### config.mk
export PLATFORM = sky130hd
export DESIGN_NAME = trafclass_sched_flat
export DESIGN_NICKNAME = d
export VERILOG_FILES = /design/src/rtl/trafclass_sched_pkg.sv /design/src/rtl/trafclass_sched_if.sv /design/src/rtl/trafclass_tbucket.sv /design/src/rtl/trafclass_sched.sv /design/src/flat_wrapper.sv
export SDC_FILE = /design/constraint.sdc
export NUM_CORES = 1
export LEC_CHECK = 0
export ABC_AREA = 1
export BUFFER_PORTS_ARGS = -buffer_cell sky130_fd_sc_hd__buf_2
export CAP_MARGIN = 20
export CORE_UTILIZATION = 40
export CTS_CLUSTER_SIZE = 40
export DETAILED_ROUTE_END_ITERATION = 7
export SLEW_MARGIN = 20
export SYNTH_ARGS = -nofsm -noshare
export SYNTH_HDL_FRONTEND = slang
export SYNTH_SLANG_ARGS = --single-unit
### constraint.sdc
create_clock -name clk_i -period 9.93 [get_ports clk_i]
set_input_delay 0.4965 -clock clk_i [delete_from_list [all_inputs] [get_ports clk_i]]
set_output_delay 0.4965 -clock clk_i [all_outputs]
set_load 0.01 [all_outputs]
### src/rtl/trafclass_sched_pkg.sv
// trafclass_sched shared types: destinations, reason codes, decision bundle
// and the priority classifier.
package trafclass_sched_pkg;

   typedef enum logic [1:0] {
      DROP     = 2'd0,
      CPU      = 2'd1,
      LOOPBACK = 2'd2,
      PASS     = 2'd3
   } dest_t;

   localparam logic [2:0] RSN_PASS    = 3'd0;
   localparam logic [2:0] RSN_CRC     = 3'd1;
   localparam logic [2:0] RSN_LEN     = 3'd2;
   localparam logic [2:0] RSN_LOOP    = 3'd3;
   localparam logic [2:0] RSN_CTRL    = 3'd4;
   localparam logic [2:0] RSN_ARP     = 3'd5;
   localparam logic [2:0] RSN_RATELIM = 3'd6;

   typedef struct packed {
      dest_t      dest;
      logic [2:0] reason;
   } dec_t;

   typedef struct packed {
      logic crc_err;
      logic len_err;
      logic usercast;
      logic broadcast;
      logic ethertype_lb;
      logic arp;
      logic ctrl;
   } flags_t;

   function automatic dec_t classify(input flags_t f, input logic lb_en);
      dec_t d;
      d = '{dest: PASS, reason: RSN_PASS};
      if (f.crc_err)
         d = '{dest: DROP, reason: RSN_CRC};
      else if (f.len_err)
         d = '{dest: DROP, reason: RSN_LEN};
      else if (f.ethertype_lb && f.usercast && lb_en)
         d = '{dest: LOOPBACK, reason: RSN_LOOP};
      else if (f.usercast && f.ctrl)
         d = '{dest: CPU, reason: RSN_CTRL};
      else if (f.broadcast && f.arp)
         d = '{dest: CPU, reason: RSN_ARP};
      return d;
   endfunction

endpackage

### src/rtl/trafclass_sched_if.sv
// Decision handshake towards the frame buffer / mux controller.
interface trafclass_sched_if;
   import trafclass_sched_pkg::*;

   logic       valid;
   logic       ready;
   dest_t      dest;
   logic [2:0] reason;

   modport master (output valid, dest, reason, input ready);
   modport slave  (input valid, dest, reason, output ready);

endinterface

### src/rtl/trafclass_tbucket.sv
// CPU punt token bucket: prescaled refill, saturating at a ceiling,
// grant evaluated against the pre-tick level.
module trafclass_tbucket #(
   parameter int TICK_DIV = 1024
) (
   input  logic        clk_i,
   input  logic        rst_n_i,
   input  logic        clken_i,
   input  logic        req,
   input  logic [7:0]  rate,
   input  logic [15:0] max_lvl,
   output logic        grant,
   output logic [15:0] tokens
);

   localparam int PW = (TICK_DIV > 1) ? $clog2(TICK_DIV) : 1;
   localparam logic [PW-1:0] PLAST = PW'(TICK_DIV - 1);

   logic [PW-1:0] presc;
   logic          tick;
   logic          take;
   logic [15:0]   lvl;
   logic [16:0]   sum;

   assign grant = (tokens != 16'd0);
   assign take  = req && grant;
   assign tick  = (presc == PLAST);
   assign lvl   = tokens - {15'd0, take};
   assign sum   = {1'b0, lvl} + {9'd0, rate};

   // Ceiling is only enforced on refill, so a lowered max lands at the next tick.
   always_ff @(posedge clk_i) begin
      if (!rst_n_i) begin
         presc  <= '0;
         tokens <= '0;
      end else if (clken_i) begin
         presc <= tick ? '0 : presc + 1'b1;
         if (tick)
            tokens <= (sum > {1'b0, max_lvl}) ? max_lvl : sum[15:0];
         else
            tokens <= lvl;
      end
   end

endmodule

### src/rtl/trafclass_sched.sv
// Per-frame forwarding scheduler: classify at eof, rate-limit CPU punts,
// queue decisions and hand them out over a valid/ready handshake.
module trafclass_sched
   import trafclass_sched_pkg::*;
#(
   parameter int FIFO_DEPTH = 4,
   parameter int TICK_DIV   = 1024
) (
   input  logic                   clk_i,
   input  logic                   rst_n_i,
   input  logic                   clken_i,
   input  logic                   eof_i,
   input  logic                   crc_err_i,
   input  logic                   runt_i,
   input  logic                   oversize_i,
   input  logic                   usercast_i,
   input  logic                   broadcast_i,
   input  logic                   ethertype_lb_i,
   input  logic                   arp_i,
   input  logic                   icmp_i,
   input  logic                   telnet_i,
   input  logic                   ssh_i,
   input  logic                   dhcp_i,
   input  logic                   dns_i,
   input  logic                   et_discover_i,
   input  logic                   ptp_l2_i,
   input  logic                   ptp_l4_i,
   input  logic                   twamp_control_i,
   input  logic                   lb_en_i,
   input  logic [7:0]             punt_rate_i,
   input  logic [15:0]            bucket_max_i,
   trafclass_sched_if.master      dec,
   output logic [15:0]            ovf_cnt_o,
   output logic [15:0]            rl_drop_cnt_o,
   output logic [15:0]            tokens_o
);

   localparam int AW = $clog2(FIFO_DEPTH);

   flags_t     fl;
   dec_t       cls;
   dec_t       dec_new;
   logic       is_cpu;
   logic       punt;
   logic       grant;

   dec_t       stg;
   logic       stg_v;

   dec_t       mem [FIFO_DEPTH];
   logic [AW:0] wp;
   logic [AW:0] rp;
   logic       empty;
   logic       full;
   logic       pop;
   logic       push;
   logic       lost;

   assign fl = '{
      crc_err:      crc_err_i,
      len_err:      runt_i | oversize_i,
      usercast:     usercast_i,
      broadcast:    broadcast_i,
      ethertype_lb: ethertype_lb_i,
      arp:          arp_i,
      ctrl:         icmp_i | telnet_i | ssh_i | dhcp_i | dns_i |
                    et_discover_i | ptp_l2_i | ptp_l4_i | twamp_control_i
   };

   assign cls    = classify(fl, lb_en_i);
   assign is_cpu = (cls.dest == CPU);
   assign punt   = clken_i && eof_i && is_cpu;

   trafclass_tbucket #(
      .TICK_DIV (TICK_DIV)
   ) u_tbucket (
      .clk_i   (clk_i),
      .rst_n_i (rst_n_i),
      .clken_i (clken_i),
      .req     (punt),
      .rate    (punt_rate_i),
      .max_lvl (bucket_max_i),
      .grant   (grant),
      .tokens  (tokens_o)
   );

   always_comb begin
      dec_new = cls;
      if (is_cpu && !grant)
         dec_new = '{dest: DROP, reason: RSN_RATELIM};
   end

   assign empty = (wp == rp);
   assign full  = (wp[AW] != rp[AW]) &&
                  (wp[AW-1:0] == rp[AW-1:0]);
   assign pop   = clken_i && !empty && dec.ready;
   assign push  = clken_i && stg_v && (!full || pop);
   assign lost  = clken_i && stg_v && full && !pop;

   always_ff @(posedge clk_i) begin
      if (!rst_n_i) begin
         stg_v         <= 1'b0;
         stg           <= '{dest: DROP, reason: RSN_PASS};
         wp            <= '0;
         rp            <= '0;
         ovf_cnt_o     <= '0;
         rl_drop_cnt_o <= '0;
      end else if (clken_i) begin
         stg_v <= eof_i;
         stg   <= dec_new;
         if (push)
            wp <= wp + 1'b1;
         if (pop)
            rp <= rp + 1'b1;
         if (lost && ovf_cnt_o != 16'hFFFF)
            ovf_cnt_o <= ovf_cnt_o + 1'b1;
         if (punt && !grant && rl_drop_cnt_o != 16'hFFFF)
            rl_drop_cnt_o <= rl_drop_cnt_o + 1'b1;
      end
   end

   always_ff @(posedge clk_i) begin
      if (push)
         mem[wp[AW-1:0]] <= stg;
   end

   // Head is forced to DROP/0 when empty so idle outputs stay defined.
   assign dec.valid  = !empty;
   assign dec.dest   = empty ? DROP : mem[rp[AW-1:0]].dest;
   assign dec.reason = empty ? RSN_PASS : mem[rp[AW-1:0]].reason;

endmodule

### src/flat_wrapper.sv
// flat-port wrapper written by rule: the top's interface ports become plain ports
module trafclass_sched_flat import trafclass_sched_pkg::*;
#(
   parameter int FIFO_DEPTH = 4,
   parameter int TICK_DIV   = 1024
)
  (clk_i, rst_n_i, clken_i, eof_i, crc_err_i, runt_i, oversize_i, usercast_i, broadcast_i, ethertype_lb_i, arp_i, icmp_i, telnet_i, ssh_i, dhcp_i, dns_i, et_discover_i, ptp_l2_i, ptp_l4_i, twamp_control_i, lb_en_i, punt_rate_i, bucket_max_i, ovf_cnt_o, rl_drop_cnt_o, tokens_o, dec_valid, dec_dest, dec_reason, dec_ready);
  trafclass_sched_if dec_i ();
  input  logic clk_i;
  input  logic rst_n_i;
  input  logic clken_i;
  input  logic eof_i;
  input  logic crc_err_i;
  input  logic runt_i;
  input  logic oversize_i;
  input  logic usercast_i;
  input  logic broadcast_i;
  input  logic ethertype_lb_i;
  input  logic arp_i;
  input  logic icmp_i;
  input  logic telnet_i;
  input  logic ssh_i;
  input  logic dhcp_i;
  input  logic dns_i;
  input  logic et_discover_i;
  input  logic ptp_l2_i;
  input  logic ptp_l4_i;
  input  logic twamp_control_i;
  input  logic lb_en_i;
  input  logic [7:0] punt_rate_i;
  input  logic [15:0] bucket_max_i;
  output logic [15:0] ovf_cnt_o;
  output logic [15:0] rl_drop_cnt_o;
  output logic [15:0] tokens_o;
  output wire logic [$bits(dec_i.valid)-1:0] dec_valid;
  output wire logic [$bits(dec_i.dest)-1:0] dec_dest;
  output wire logic [$bits(dec_i.reason)-1:0] dec_reason;
  input wire logic [$bits(dec_i.ready)-1:0] dec_ready;
  assign dec_valid = dec_i.valid;
  assign dec_dest = dec_i.dest;
  assign dec_reason = dec_i.reason;
  assign dec_i.ready = dec_ready;
  trafclass_sched #(.FIFO_DEPTH(FIFO_DEPTH), .TICK_DIV(TICK_DIV)) u_core (.clk_i(clk_i), .rst_n_i(rst_n_i), .clken_i(clken_i), .eof_i(eof_i), .crc_err_i(crc_err_i), .runt_i(runt_i), .oversize_i(oversize_i), .usercast_i(usercast_i), .broadcast_i(broadcast_i), .ethertype_lb_i(ethertype_lb_i), .arp_i(arp_i), .icmp_i(icmp_i), .telnet_i(telnet_i), .ssh_i(ssh_i), .dhcp_i(dhcp_i), .dns_i(dns_i), .et_discover_i(et_discover_i), .ptp_l2_i(ptp_l2_i), .ptp_l4_i(ptp_l4_i), .twamp_control_i(twamp_control_i), .lb_en_i(lb_en_i), .punt_rate_i(punt_rate_i), .bucket_max_i(bucket_max_i), .dec(dec_i), .ovf_cnt_o(ovf_cnt_o), .rl_drop_cnt_o(rl_drop_cnt_o), .tokens_o(tokens_o));
endmodule
# After elaboration in Yosys (flattened, before gate mapping)
# Memory sizes are Yosys's and may differ from the RTL's. A register that Yosys moved wholly into a read port is not among the register bits.
# Index checks and enable logic that the tools add are counted.
# totals
out_inout_bits,54
register_bits,70
ram_bits,20
mem_count,1
# mem_list
name,depth,width,read_ports,rd_ports_with_merged_regs,wr,line,text
u_core.mem,4,5,1,1,1,trafclass_sched.sv:50,dec_t mem [FIFO_DEPTH];
# op_classes
add_sub_neg,7
reduce_logical,28
n_eq_ne,7
n_lt_le_gt_ge,1
mux,15
bitwise,9
# op_table
cell,n
16-bit by 1-bit adder with 16-bit output (second input constant),2
16-bit two-way mux,2
16-bit inequality test (second input constant),2
5-bit two-way mux,6
1-bit logical AND,18
16-bit by 8-bit adder with 17-bit output,1
17-bit by 16-bit > comparator with 1-bit output,1
16-bit nonzero test,1
16-bit by 1-bit subtractor with 16-bit output,1
10-bit by 1-bit adder with 10-bit output (second input constant),1
10-bit equality test (second input constant),1
10-bit two-way mux,1
1-bit OR,9
2-bit AND reduction,4
3-bit by 1-bit adder with 3-bit output (second input constant),2
2-bit two-way mux,3
1-bit zero test,4
3-bit equality test,1
3-bit two-way mux,1
2-bit by 1-bit equality test with 1-bit output (second input constant),1
2-bit equality test,1
1-bit two-way mux,2
1-bit logical OR,1
1-bit inequality test,1

# Depth between registers and ports, before layout
# Gate-level depths: netlist of run 1.
# logic_depth
word_depth,21
mapped_depth,38
mapped_depth_nobuf,37

# Hierarchy
# A second synthesis of run 1 with hierarchy kept.
# hier_totals
cells_unflattened,912
area_unflattened_um2,6471.2
# modules_own_cells
mod,area_per_inst_um2,cells_each,n_inst
trafclass_sched,3524.6,437,1
trafclass_tbucket,2946.6,475,1

# Worst setup path after synthesis of run 1
# OpenSTA, ideal clock, no wires.
# synth_timing
kind,input port to flip-flop
startpoint,input dns_i
endpoint,register u_core.u_tbucket.tokens[1]
path_slack_ns,5.154
setup_ns,0.066
required_time_ns,9.864
arrival_ns,4.709
cell_stages,38
path_cell_list,nor2_1 nand3_1 o21ai_0 nand2_1 nand2_1 nor3_1 ha_1 ha_1 nand2_2 nor2_2 xor2_1 ha_1 nand2_1 inv_1 nand3_1 o21ai_0 a21oi_1 nor2_1 (+2 left out) ha_1 nand2_1 nor2_1 inv_1 nor2_1 nand2_1 nand2_1 nand2_1 nand2_1 nand2_1 nand2_1 nand2_1 nand2_8 inv_6 buf_12 nand2_2 nand3_2 a21oi_2
# synth_between
elab_chain_len,18
# synth_lines
element,line,text
"start, declared",flat_wrapper.sv:24,input logic dns_i;
1-bit OR (*) (2 in series),trafclass_sched.sv:66,ctrl: icmp_i | telnet_i | ssh_i | dhcp_i | dns_i |
1-bit OR (*) (3 in series),trafclass_sched.sv:67,et_discover_i | ptp_l2_i | ptp_l4_i | twamp_control_i
1-bit logical AND (*),trafclass_sched_pkg.sv:44,else if (f.usercast && f.ctrl)
5-bit two-way mux (*),trafclass_sched_pkg.sv:44,
5-bit two-way mux (*),trafclass_sched_pkg.sv:42,else if (f.ethertype_lb && f.usercast && lb_en)
5-bit two-way mux (*),trafclass_sched_pkg.sv:40,else if (f.len_err)
5-bit two-way mux (*),trafclass_sched_pkg.sv:38,if (f.crc_err)
2-bit by 1-bit equality test with 1-bit output (*),trafclass_sched.sv:71,assign is_cpu = (cls.dest == CPU);
1-bit logical AND (*),trafclass_sched.sv:72,assign punt = clken_i && eof_i && is_cpu;
1-bit logical AND (*),trafclass_tbucket.sv:26,assign take = req && grant;
16-bit by 1-bit subtractor with 16-bit output (*),trafclass_tbucket.sv:28,"assign lvl = tokens - {15'd0, take};"
16-bit by 8-bit adder with 17-bit output,trafclass_tbucket.sv:29,"assign sum = {1'b0, lvl} + {9'd0, rate};"
17-bit by 16-bit > comparator with 1-bit output,trafclass_tbucket.sv:39,"tokens <= (sum > {1'b0, max_lvl}) ? max_lvl : sum[15:0];"
16-bit two-way mux,trafclass_tbucket.sv:39,
16-bit two-way mux (*),trafclass_tbucket.sv:38,if (tick)
"end signal, assigned",trafclass_tbucket.sv:39,
"end signal, assigned",trafclass_tbucket.sv:41,tokens <= lvl;
"end, declared",trafclass_tbucket.sv:13,output logic [15:0] tokens
# Mark *: on every way between the ends. The rest lies on a longest branch, timed or not.
# A chain may end at the register's enable or synchronous reset.

# Worst setup path in the final report of run 1
# layout_timing
startpoint,register u_core.u_tbucket.tokens[7]
endpoint,register u_core.u_tbucket.tokens[10]
# layout_between
elab_chain_len,7
# layout_lines
element,line,text
16-bit nonzero test,trafclass_tbucket.sv:25,assign grant = (tokens != 16'd0);
1-bit logical AND,trafclass_tbucket.sv:26,
16-bit by 1-bit subtractor with 16-bit output (*),trafclass_tbucket.sv:28,
16-bit by 8-bit adder with 17-bit output,trafclass_tbucket.sv:29,
17-bit by 16-bit > comparator with 1-bit output,trafclass_tbucket.sv:39,
16-bit two-way mux,trafclass_tbucket.sv:39,
16-bit two-way mux (*),trafclass_tbucket.sv:38,
# Marked as above.

==> results.yml, run 1 <==
yosys:
  async_reset_ff_share_pct: 0
  netlist_instances: 865
  synth.area.top_cells: "dfxtp_1 (24%), nand2_1 (11%), edfxtp_1 (9.8%)"
  synth.yosys.seq_area_share_pct: 33.43
  synth_edf_count: 20
  syn_avg_cell_area_um2: 7.062
  ys_dominant_reg_cell: "dfxtp_1"
  synth_cell_types: 49
  synth_area_um2: 6108
  ys_warn_count: 0
  synth_seq_cells: 92
  synth_top_area_share_pct: 23.60
  syn-num-nets: 947
  synth_area_leader_cell: "dfxtp_1"
clock_network:
  h-tree-depth: 3
  clock_latency_ns: 0.34
  clock_path_buffers: 2
  clk_pin_slew_worst_paths_ns: 0.07
  ctsResizeCount: 0
  post-cts-setup-buffer-count: 0
  cts_tree: "built"
  ctsHoldBuffers: 0
  clock_sinks: 92
  cts_buffers: 9
  root_buffer: "clkbuf_16"
detailed_routing:
  post-route-drc-count: 4
  drtIter0Drc: 269
  via_per_inst: 4.926
  drt_wl_total_um: 14890
  wl_per_cell_um: 13.00
  vias: 5640
  antenna_left: 0
  first_pass_iters: 7
power_and_ir_drop:
  p_per_area_nw_per_um2: 127.4
  leakage_nw: 3.268
  power_mw: 0.8965
  peakVddDrop_mv: 0.1087
critical_path:
  worstPathArrival_ns: 5.60
  path_common_cell: "nand2_1"
  crit_slowest_cell: "dfxtp_1"
  path_class: "reg -> reg"
  worstReg2RegStart: "u_core.u_tbucket.tokens[7]$_SDFFE_PN0P_"
  start_kind: "flop"
  required_ns: 10.20
  slowest_delay_ns: 0.49
  path_max_fanout: 16
  crit_start: "u_core.u_tbucket.tokens[7]$_SDFFE_PN0P_"
  end_kind: "flop"
hold_path:
  hp-class: "reg -> reg"
  hold_path.startpoint: "u_core.stg_v$_SDFFE_PN0P_"
grt:
  grt-ovfl-total: 0
  track_usage_pct: 19.73
  antenna_found_initial: 0
  grt_pass1_vias: 5208
  grt_pass1_wl_um: 25140
  grt_max_degree: 47
layout:
  mostFrequentLayoutCells: "nand2_1 (179), inv_1 (132), buf_2 (99)"
  mostFrequentLayoutCell: "nand2_1"
  areaGrowthSynthToFinish_pct: 15.22
  final_cells: 1145
  drive_above_1_share_pct: 19.04
  diodes: 0
  num-nets-final: 1038
floorplan:
  pin_count: 100
  dieArea_um2: 15770
  core_area_um2: 14700
  placementRows: 44
  die_x_um: 125.6
  initial_utilization_pct: 41.56
  die_y_um: 125.6
sta:
  grt_setup_unrepaired: "false"
  slew_viol_final: 0
  min_period_over_period_pct: 53.65
  hold_viol_final: 0
  fmax_ghz: 0.1877
  period_needed_ns: 5.327
  clock_skew_ns: 0.008668
  tightestPinTransition_ns: 0.7664
  tns_ns: 0
  setup_viol: 0
  slew_headroom_pct: 48.85
placement:
  io_buffers: 99
  place_congestion: 0.8857
  hpwl_um: 11330
  dp.cells: 1129
run_status:
  status: "finished with violations"
  failed_checks: "DRC"
run:
  drv_cap: 0
## synthesized netlist by cell type, types with 4 or more instances
| cell | count |
|---|---|
| a21oi_2 | 10 |
| clkbuf_1 | 13 |
| nand2_1 | 179 |
| a21oi_1 | 64 |
| edfxtp_1 | 20 |
| nand2_2 | 22 |
| nor2_4 | 4 |
| nand3_2 | 11 |
| nor4_1 | 8 |
| nor2_2 | 5 |
| o32ai_1 | 5 |
| nand3_1 | 41 |
| xor2_1 | 15 |
| nor3_1 | 20 |
| nand4_1 | 9 |
| o21ai_0 | 54 |
| nor2_1 | 88 |
| inv_1 | 132 |
| ha_1 | 35 |
| xnor2_1 | 11 |
| dfxtp_1 | 72 |
| inv_2 | 4 |
## final cells by class
class                   count  area [µm²]
repair buffers            100       503.0
clock inverters             7       66.31
well taps                 184       230.2
clock buffers               9       225.2
flip-flops and latches     92        2042
inverters                 140       530.5
multi-input cells         613        3441
fillers                  1540        7661
## cell families (layout without fill, tap and decap cells)
group / Yosys count / count (layout) / share of synthesized area [%]
buffers and inverters: 160 / 256 / 10.32
and+or+nand+nor: 406 / 406 / 31.81
adders and majority gates: 36 / 36 / 7.497
DFF: 92 / 92 / 33.43
xor gates and xnor gates: 26 / 26 / 3.728
AOI/OAI and AO/OA: 145 / 145 / 13.21
## sequential cells by signal (all words and copies together), names as in the netlist, named ones only
register,flops
u_core.mem,20
u_core.ovf_cnt_o,16
u_core.rl_drop_cnt_o,16
u_core.u_tbucket.tokens,16
u_core.u_tbucket.presc,10
u_core.stg,5
u_core.rp,3
u_core.wp,3
u_core.stg_v,1
## through the flow
stage	hold slack (ns)	worst slack (ns)	instance area (µm²)	util, %
after detailed placement	0.4609	4.317	6746	45.90
after floorplan	0.4411	5.154	6108	-
after CTS	0.4703	4.570	7038	47.88
after global placement	0.4601	4.449	6746	45.90
after global routing	0.4933	3.910	7038	47.88
final	0.4717	4.603	7038	47.88
## final timing paths
| path | end | slack [ns] | depth (start not counted) |
|---|---|---|---|
| setup / recovery | u_core.u_tbucket.tokens[10]$_SDFFE_PN0P_ | 4.60 | 37 |
| hold / removal | u_core.stg_v$_SDFFE_PN0P_ | 0.47 | 2 |
| setup reg to reg | u_core.u_tbucket.tokens[10]$_SDFFE_PN0P_ | 4.60 | 37 |
| hold reg to reg | u_core.stg_v$_SDFFE_PN0P_ | 0.47 | 2 |
## report_power, final
group / switching, mW / leakage (nW) / internal, mW / total [mW]
logic: 0.0980 / 2.35 / 0.0559 / 0.154
registers: 0.0115 / 0.776 / 0.389 / 0.401
clock network: 0.148 / 0.139 / 0.194 / 0.342
## routing by layer
layer | track usage [%] | part of all wire [%] | vias to the layer above
li1 | - | - | 2992
met1 | 27.15 | 49 | 2550
met2 | 32.55 | 47 | 89
met3 | 2.353 | 3.0 | 9
met4 | 5.308 | 1.0 | 0
met5 | 0 | 0 | -
## worst max-delay path, delay by kind of cell (launching register included)
| family | cells | cell delay [ns] |
|---|---|---|
| and+or+nand+nor | 23 | 2.37 |
| xor gates and xnor gates | 2 | 0.34 |
| adders and majority gates | 4 | 1.10 |
| DFF | 1 | 0.49 |
| buffers and inverters | 5 | 0.34 |
| AOI/OAI and AO/OA | 3 | 0.59 |
No activity file was read; power rests on OpenSTA's default activity.
==> run 2: changes to the inputs <==
Clock period 9.93 ns to 5.3 ns, I/O delays scaled along.
==> results.yml, run 2 (synthesis gave the netlist of run 1 again) <==
floorplan:
  die_x_um: 125.6
  placementRows: 44
  initial_utilization_pct: 41.56
  die_y_um: 125.6
  pin_count: 100
  core_area_um2: 14700
  dieArea_um2: 15770
clock_network:
  cts_tree: "built"
  clock_latency_ns: 0.35
  clock_sinks: 92
  clk_pin_slew_worst_paths_ns: 0.07
  clock_path_buffers: 2
  h-tree-depth: 3
  cts_buffers: 9
  root_buffer: "clkbuf_16"
detailed_routing:
  wl_per_cell_um: 12.99
  post-route-drc-count: 4
  first_pass_iters: 7
  drt_wl_total_um: 15030
  vias: 5598
  drtIter0Drc: 354
  via_per_inst: 4.838
  antenna_left: 0
grt:
  track_usage_pct: 19.45
  grt-ovfl-total: 0
  grt_pass1_wl_um: 24770
  grt_pass1_vias: 5039
  grt_max_degree: 47
  antenna_found_initial: 0
layout:
  drive_above_1_share_pct: 21.79
  fill_cells: 1509
  seq_area_um2: 2049
  mostFrequentLayoutCells: "nand2_1 (179), inv_1 (132), buf_2 (99)"
  mostFrequentLayoutCell: "nand2_1"
  final_cells: 1157
  largest_reg_flops: 20
  multiInputGateArea_um2: 3480
  final_area_um2: 7231
  num-nets-final: 1050
  areaGrowthSynthToFinish_pct: 18.37
  diodes: 0
  final_util_pct: 49.19
hold_path:
  hp-class: "in -> reg"
sta:
  holdWs_ns: 0.2547
  tns_ns: 0
  setup_viol: 0
  slew_viol_final: 0
  slew_headroom_pct: 44.52
  setup_ws_ns: 0.4199
  tightestPinTransition_ns: 0.8322
  grt_setup_unrepaired: "false"
  clock_skew_ns: 0.01178
  period_needed_ns: 4.880
  hold_viol_final: 0
  min_period_over_period_pct: 92.08
  fmax_ghz: 0.2049
critical_path:
  required_ns: 5.57
  worstPathArrival_ns: 5.15
  end_kind: "flop"
  slowest_delay_ns: 0.41
  path_class: "reg -> reg"
  start_kind: "flop"
  crit_slowest_cell: "dfxtp_2"
  path_max_fanout: 16
  path_common_cell: "nand2_1"
placement:
  place_congestion: 0.8655
  dpl_cell_area_um2: 6829
  io_buffers: 99
  hpwl_um: 11440
  dp.cells: 1140
  pre_cts_ws_ns: 0.2500
power_and_ir_drop:
  leakage_nw: 3.363
  seqPwrFrac_pct: 41.4
  clkPwrFrac_pct: 41.8
  power_switching_mw: 0.4978
  intPower_mw: 1.307
  combPwrFrac_pct: 16.9
  power_mw: 1.805
  switching_share_pct: 27.58
  p_per_area_nw_per_um2: 249.6
  peakVddDrop_mv: 0.1496
run:
  drv_cap: 0
run_status:
  status: "finished with violations"
  failed_checks: "DRC"
run 2: cell types whose count changed in the layout (fill, tap and decap cells not counted), sizes merged:
cell    delta
buf       +12
bufinv     +2
inv        +1
clkinv     -3
run 2: path summary, 6_finish.rpt:
kind / startpoint / endpoint / slack (ns) / depth (start not counted)
max: u_core.u_tbucket.tokens[14]$_SDFFE_PN0P_ / u_core.u_tbucket.tokens[14]$_SDFFE_PN0P_ / 0.42 / 36
min: runt_i / u_core.stg[4]$_SDFFE_PN0P_ / 0.25 / 4
max reg2reg: u_core.u_tbucket.tokens[14]$_SDFFE_PN0P_ / u_core.u_tbucket.tokens[14]$_SDFFE_PN0P_ / 0.42 / 36
min reg2reg: u_core.stg_v$_SDFFE_PN0P_ / u_core.stg_v$_SDFFE_PN0P_ / 0.47 / 2
run 2: cell type report:
cell class / count / share of cell area (%)
clock inverter: 7 / 1.696
inverter: 140 / 7.337
clock buffer: 9 / 3.115
sequential: 92 / 28.34
multi-input combinational: 613 / 48.12
tap: 184 / 3.184
timing repair buffer: 112 / 8.202
run 2: what timing repair did:
action                     CTS  global route
gates resized for setup      0            19
buffers inserted             0             1
hold buffers                 0             0
setup endpoints to repair    0            16
run 2: power by group through the flow:
stage               Combinational, mW  Clock, mW  Sequential [mW]
finish                          0.305      0.754            0.747
global route                    0.345      0.797            0.748
CTS                             0.302      0.764            0.745
detailed placement              0.301          0            0.761
global placement                0.300          0            0.761
floorplan                       0.212          0            0.761
run 2: metal layers:
metal	vias to the layer above	routed length (µm)	track usage (%)
met4	0	127	5.595
met1	2489	7618	27.40
li1	2999	-	-
met2	98	6766	31.37
met3	12	512	2.011
met5	-	0	0
run 2: critical path, delay by kind of cell (launching register included):
kind,cells,cell delay [ns]
XOR/XNOR,2,0.43
buffers and inverters,5,0.37
AND/OR/NAND/NOR,20,1.84
AO/OA/AOI/OAI,5,0.74
flip-flops,1,0.41
adder cells (fa/ha/maj),4,1.05
